===== config.mk =====
export PLATFORM = sky130hd
export DESIGN_NAME = mtx_dist_flat
export DESIGN_NICKNAME = d
export VERILOG_FILES = /design/src/rtl/mtx_pkg.sv /design/src/rtl/mtx_dist_if.sv /design/src/rtl/mtx_ch_buf.sv /design/src/rtl/mtx_dist.sv /design/src/flat_wrapper.sv
export SDC_FILE = /design/constraint.sdc
export NUM_CORES = 1
export LEC_CHECK = 0
export ABC_AREA = 1
export CORE_AREA = 5 5 438 440
export CTS_CLUSTER_DIAMETER = 60
export DETAILED_ROUTE_END_ITERATION = 10
export DIE_AREA = 0 0 443 445
export SLEW_MARGIN = 20
export SYNTH_ARGS = -nofsm -noshare
export SYNTH_HDL_FRONTEND = slang
export SYNTH_SLANG_ARGS = --single-unit
export TNS_END_PERCENT = 30

===== constraint.sdc =====
create_clock -name clk -period 3.4 [get_ports clk]
set_input_delay 0.51 -clock clk [delete_from_list [all_inputs] [get_ports clk]]
set_output_delay 0.51 -clock clk [all_outputs]
set_load 0.005 [all_outputs]

===== src/rtl/mtx_pkg.sv =====
// mtx_pkg: shared definitions for the mtx matrix channel paths.
//   MTX_DROP_CNT_W   - width of the dropped-beat counter
//   MTX_DROP_CNT_SAT - value at which the dropped-beat counter stops counting
//   mtx_ch_t         - channel id type for the default channel count, shared
//                      with the merge path
package mtx_pkg;

  localparam int MTX_DROP_CNT_W = 16;
  localparam logic [MTX_DROP_CNT_W-1:0] MTX_DROP_CNT_SAT = 16'hFFFF;

  localparam int MTX_NUM_CH_DEF = 32;
  localparam int MTX_CH_W       = $clog2(MTX_NUM_CH_DEF);

  typedef logic [MTX_CH_W-1:0] mtx_ch_t;

endpackage


===== src/rtl/mtx_dist_if.sv =====
// mtx_dist_if: tagged input stream plus per-channel output streams of the
// channel distributor.
//   in_valid/in_ready/in_ch/in_data      - single tagged input stream
//   out_valid/out_ready/out_data         - NUM_CH output streams, channel k
//                                          data at [k*DATA_WIDTH +: DATA_WIDTH]
//
// Handshake rule for every stream here: a beat transfers on a rising clk edge
// where valid && ready. A source holding valid high keeps its payload stable
// until the transfer; ready may depend combinationally on the other side.
//
// Modports:
//   master - the side that produces input beats and consumes output beats
//   slave  - the distributor itself
interface mtx_dist_if #(
  parameter int NUM_CH     = 32,
  parameter int DATA_WIDTH = 32
);

  localparam int CH_W = $clog2(NUM_CH);

  logic                         in_valid;
  logic                         in_ready;
  logic [CH_W-1:0]              in_ch;
  logic [DATA_WIDTH-1:0]        in_data;
  logic [NUM_CH-1:0]            out_valid;
  logic [NUM_CH-1:0]            out_ready;
  logic [NUM_CH*DATA_WIDTH-1:0] out_data;

  modport master (
    output in_valid, in_ch, in_data, out_ready,
    input  in_ready, out_valid, out_data
  );

  modport slave (
    input  in_valid, in_ch, in_data, out_ready,
    output in_ready, out_valid, out_data
  );

endinterface


===== src/rtl/mtx_ch_buf.sv =====
// mtx_ch_buf: one-entry valid/ready holding buffer for a single channel.
//   clk, rst_n - clock, asynchronous active-low reset
//   load       - write load_data this cycle (caller only asserts when ready)
//   load_data  - payload to capture
//   drain      - downstream ready for this channel
//   vld, data  - buffered beat presented downstream
//   ready      - buffer can take a beat this cycle (empty or draining now)
module mtx_ch_buf #(
  parameter int DATA_WIDTH = 32
) (
  input  logic                  clk,
  input  logic                  rst_n,
  input  logic                  load,
  input  logic [DATA_WIDTH-1:0] load_data,
  input  logic                  drain,
  output logic                  vld,
  output logic [DATA_WIDTH-1:0] data,
  output logic                  ready
);

  // Accepting while draining gives one beat per cycle through the buffer.
  assign ready = !vld || drain;

  always_ff @(posedge clk or negedge rst_n) begin
    if (!rst_n) begin
      vld  <= 1'b0;
      data <= '0;
    end else if (load) begin
      // A load wins over a same-cycle drain: the old beat leaves, the new
      // one stays.
      vld  <= 1'b1;
      data <= load_data;
    end else if (vld && drain) begin
      vld  <= 1'b0;
    end
  end

endmodule


===== src/rtl/mtx_dist.sv =====
// mtx_dist: steers a tagged input stream into NUM_CH per-channel outputs,
// each behind its own one-entry buffer so a stalled channel only blocks beats
// addressed to it. Beats tagged with a channel id >= NUM_CH are accepted,
// discarded and counted.
//   clk, rst_n - clock, asynchronous active-low reset
//   bus        - mtx_dist_if slave: tagged input and per-channel outputs
//   cnt_clr    - synchronous clear of drop_cnt (wins over a same-cycle drop)
//   drop_cnt   - saturating count of discarded beats
//   drop_pulse - one-cycle pulse, registered, for each discarded beat
module mtx_dist
  import mtx_pkg::*;
#(
  parameter int NUM_CH     = 32,
  parameter int DATA_WIDTH = 32
) (
  input  logic                      clk,
  input  logic                      rst_n,
  mtx_dist_if.slave                 bus,
  input  logic                      cnt_clr,
  output logic [MTX_DROP_CNT_W-1:0] drop_cnt,
  output logic                      drop_pulse
);

  localparam int CH_W = $clog2(NUM_CH);

  logic              in_range;
  logic              drop;
  logic [NUM_CH-1:0] ch_ready;
  logic [NUM_CH-1:0] ch_load;

  // Only a non-power-of-two channel count leaves unused ids.
  generate
    if (NUM_CH == (1 << CH_W)) begin : g_full_range
      assign in_range = 1'b1;
    end else begin : g_part_range
      localparam logic [CH_W-1:0] LAST_CH = CH_W'(NUM_CH - 1);
      assign in_range = (bus.in_ch <= LAST_CH);
    end
  endgenerate

  // Combinational from out_ready so a draining buffer can refill in the same
  // cycle. Out-of-range beats are always taken so they never block the stream.
  assign bus.in_ready = in_range ? ch_ready[bus.in_ch] : 1'b1;
  assign drop         = bus.in_valid && !in_range;

  generate
    for (genvar k = 0; k < NUM_CH; k++) begin : g_ch
      assign ch_load[k] = bus.in_valid && in_range && ch_ready[k] &&
                          (bus.in_ch == CH_W'(k));

      mtx_ch_buf #(
        .DATA_WIDTH (DATA_WIDTH)
      ) u_buf (
        .clk       (clk),
        .rst_n     (rst_n),
        .load      (ch_load[k]),
        .load_data (bus.in_data),
        .drain     (bus.out_ready[k]),
        .vld       (bus.out_valid[k]),
        .data      (bus.out_data[k*DATA_WIDTH +: DATA_WIDTH]),
        .ready     (ch_ready[k])
      );
    end
  endgenerate

  always_ff @(posedge clk or negedge rst_n) begin
    if (!rst_n) begin
      drop_cnt   <= '0;
      drop_pulse <= 1'b0;
    end else begin
      drop_pulse <= drop;
      if (cnt_clr) begin
        drop_cnt <= '0;
      end else if (drop && (drop_cnt != MTX_DROP_CNT_SAT)) begin
        drop_cnt <= drop_cnt + 1'b1;
      end
    end
  end

endmodule


===== src/flat_wrapper.sv =====
// flat-port wrapper written by rule: the top's interface ports become plain ports
module mtx_dist_flat import mtx_pkg::*;
#(
  parameter int NUM_CH     = 32,
  parameter int DATA_WIDTH = 32
)
  (clk, rst_n, cnt_clr, drop_cnt, drop_pulse, bus_in_valid, bus_in_ch, bus_in_data, bus_out_ready, bus_in_ready, bus_out_valid, bus_out_data);
  mtx_dist_if #(.NUM_CH(NUM_CH), .DATA_WIDTH(DATA_WIDTH)) bus_i ();
  input  logic clk;
  input  logic rst_n;
  input  logic cnt_clr;
  output logic [MTX_DROP_CNT_W-1:0] drop_cnt;
  output logic drop_pulse;
  input wire logic [$bits(bus_i.in_valid)-1:0] bus_in_valid;
  input wire logic [$bits(bus_i.in_ch)-1:0] bus_in_ch;
  input wire logic [$bits(bus_i.in_data)-1:0] bus_in_data;
  input wire logic [$bits(bus_i.out_ready)-1:0] bus_out_ready;
  output wire logic [$bits(bus_i.in_ready)-1:0] bus_in_ready;
  output wire logic [$bits(bus_i.out_valid)-1:0] bus_out_valid;
  output wire logic [$bits(bus_i.out_data)-1:0] bus_out_data;
  assign bus_i.in_valid = bus_in_valid;
  assign bus_i.in_ch = bus_in_ch;
  assign bus_i.in_data = bus_in_data;
  assign bus_i.out_ready = bus_out_ready;
  assign bus_in_ready = bus_i.in_ready;
  assign bus_out_valid = bus_i.out_valid;
  assign bus_out_data = bus_i.out_data;
  mtx_dist #(.NUM_CH(NUM_CH), .DATA_WIDTH(DATA_WIDTH)) u_core (.clk(clk), .rst_n(rst_n), .bus(bus_i), .cnt_clr(cnt_clr), .drop_cnt(drop_cnt), .drop_pulse(drop_pulse));
endmodule

==> results.yml <==
run_status:
  status: "complete, no violations"
synth:
  syn-instance-count: 3724
  synth_seq_area_share_pct: 68.86
  synth_warnings: 0
  synth_area_um2: 38370
  synthTopCellsByArea: "dfrtp_1, nand2_1, o21ai_0"
  ys_ff_latch: 1056
  synth.distinct_cells: 20
  synth_top_area_share_pct: 68.86
  syn_avg_cell_area_um2: 10.30
  synth_top_cell_by_area: "dfrtp_1"
place:
  dp_hpwl_um: 125100
  gp_congestion: 0.8366
  port_buffers: 1128
detailed_routing:
  ant_nets: 0
  wire_per_inst_um: 23.82
  drt_iter0_drc: 2955
  detail_route.vias_per_cell: 4.304
  dr.pass1.iters: 5
  routed_wl_um: 175200
  drcViolationCount: 0
  vias: 31648
worst_setup_path:
  path_cells: "clkdlybuf4s50_1 -> nand2_1 -> inv_2 -> buf_4 -> nand2_1 -> nand4_1 -> nand2_1 -> nand2_1 -> nor2_1 -> nor2_4 -> buf_4"
  cpPeakStageDelay_ns: 0.75
  critPathKind: "input port to primary output"
  rrSetupSlack_ns: 1.40
  cp_slowest_cell: "clkdlybuf4s50_1"
  crit_top_cell: "nand2_1"
  crit_arrival_ns: 2.64
  r2r.worst_path.cells: 5
  required_ns: 2.89
  startpoint_type: "input port"
  worstSetupEndpointType: "primary output"
  reg2reg_to: "u_core.g_ch[4].u_buf.data[14]"
  r2r-start: "u_core.g_ch[4].u_buf.vld"
  path_max_fanout: 11
clock_tree:
  htree_levels: 3
  insertion_delay_ns: 0.76
  clock_sinks: 1056
  cts_buffer_depth: 3
  cts_buffers: 115
  cts_root_buffer: "clkbuf_16"
  post_cts_buffers: 0
  cts_tree: "yes"
  path_clk_slew_ns: 0.06
timing:
  slew_violations: 0
  finalSetupViolations: 0
  relSlewSlack_pct: 29.18
  tightest_slew_ns: 1.062
  period_needed_ns: 3.147
  setup-tns-final_ns: 0
  hold_viol_final: 0
  max_freq_mhz: 317.8
  final.period_utilization_pct: 92.55
  grt_setup_unrepaired: "no"
  finClkSkew_ns: 0.05189
layout:
  area_growth_pct: 47.83
  nets: 4834
  drive_above_1_share_pct: 8.577
job:
  drv_cap: 0
global_route:
  overflow: 0
  first_global_vias: 30768
  gr-usage-met3_pct: 3.800
  grt_pass1_wl_um: 241600
  met1_usage_pct: 20.56
  use_met2_pct: 28.99
  antenna_found_initial: 25
  top_usage_layer: "met2"
  grt_max_degree: 111
  grt_usage_pct: 17.01
power:
  cellPowerDensity_nw_per_um2: 660.1
  leakagePower_nw: 25.21
  ir_drop_mv: 0.5090
  total_power_mw: 37.45
floorplan:
  coreArea_um2: 187200
  ioPinCount: 1147
  die_width_um: 443
  dieArea_um2: 197100
  die_h_um: 445
  start_util_pct: 20.50
  std_cell_rows: 159
min_path:
  hp-class: "input port to async pin"
[placed cells by master, fill, tap and decap left out, types with 5 or more instances in the layout]
| cell type | Yosys | routed |
|---|---|---|
| buf_12 | 0 | 44 |
| buf_4 | 55 | 105 |
| bufinv_16 | 0 | 7 |
| clkbuf_1 | 190 | 25 |
| clkbuf_16 | 0 | 116 |
| clkbuf_8 | 0 | 24 |
| clkdlybuf4s50_1 | 0 | 1126 |
| clkinv_2 | 0 | 18 |
| conb_1 | 1 | 17 |
| dfrtp_1 | 1056 | 1056 |
| diode_2 | 0 | 9 |
| inv_1 | 68 | 36 |
| inv_2 | 6 | 38 |
| nand2_1 | 1136 | 1136 |
| nand3_2 | 5 | 17 |
| nand3_4 | 0 | 15 |
| nand4_1 | 5 | 5 |
| nor2_2 | 8 | 8 |
| nor2_4 | 5 | 6 |
| o21ai_0 | 664 | 664 |
| o21ai_1 | 363 | 363 |
[cells in the mapped netlist]
| cell | count |
|---|---|
| nand4_1 | 5 |
| nor2_2 | 8 |
| clkbuf_2 | 1 |
| inv_2 | 6 |
| conb_1 | 1 |
| nor2_4 | 5 |
| o21ai_1 | 363 |
| o21ai_0 | 664 |
| buf_4 | 55 |
| clkbuf_1 | 190 |
| nand2_1 | 1136 |
| dfrtp_1 | 1056 |
| nand3_2 | 5 |
| nand2_2 | 1 |
| inv_1 | 68 |
| buf_1 | 2 |
| buf_6 | 23 |
| buf_2 | 102 |
| nand3_1 | 29 |
| nor2_1 | 4 |
[metal layers]
| layer | wire length (um) | part of all wire, % | up-vias |
|---|---|---|---|
| met1 | 67170 | 38 | 15702 |
| met2 | 86520 | 49 | 1475 |
| li1 | - | - | 14136 |
| met4 | 7926 | 4.5 | 2 |
| met3 | 13570 | 7.7 | 333 |
| met5 | 13 | 0.0074 | - |
[critical path, delay by kind of cell]
kind / cells / cell delay [ns]
simple gates: 7 / 0.72
buf+inv: 4 / 1.37
[per-stage QoR]
stage	cells	cell area (um^2)	hold WS [ns]	utilization (%)	setup slack, ns
4_1_cts	7345	56710	0.2795	30.29	0.1532
2_1_floorplan	3740	38430	0.2144	-	1.668
3_3_place_gp	7138	52850	0.4649	28.23	-0.2852
3_5_place_dp	7138	52850	0.4717	28.23	-0.2243
6_report	7354	56730	0.3196	30.30	0.2531
5_1_grt	7350	56720	0.3148	30.30	0.05628
[worst max path at each step]
stage / startpoint / endpoint / depth (start not counted)
detailed placement: bus_in_ch[1] / bus_in_ready / 11
global placement: bus_in_ch[1] / bus_in_ready / 11
CTS: bus_in_ch[1] / bus_in_ready / 11
global route: bus_in_ch[1] / bus_in_ready / 11
floorplan: bus_in_ch[0] / bus_in_ready / 8
finish: bus_in_ch[1] / bus_in_ready / 11
[registers in the layout (all words and copies together), names as in the netlist]
register                cells
u_core.g_ch.u_buf.data   1024
u_core.g_ch.u_buf.vld      32
[kinds of logic after synthesis]
family	after synthesis	synth area share [%]
AO/OA/AOI/OAI	1027	13.39
buffers and inverters	447	5.696
flip-flops	1056	68.86
other	1	0.009772
AND/OR/NAND/NOR	1193	12.03
[what timing repair did]
action	in CTS	in global routing
gates resized for setup	2	0
hold buffers	1	0
endpoints found under the setup margin	1	0
endpoints found under the hold margin	29	0
[layout make-up]
class / instances / area [um^2]
inverters: 74 / 277.8
well taps: 2495 / 3122
repair buffers: 1277 / 12960
diodes: 9 / 22.52
multi-input cells: 2237 / 10080
flip-flops and latches: 1056 / 26430
clock buffers: 165 / 3327
clock inverters: 41 / 511.7
fillers: 19283 / 130500
[where the power goes]
group | switching [mW] | internal (mW)
Combinational | 3.70 | 4.85
Clock | 5.38 | 7.35
Sequential | 1.32 | 14.8
Note: power is estimated with default switching activity, not from simulation.
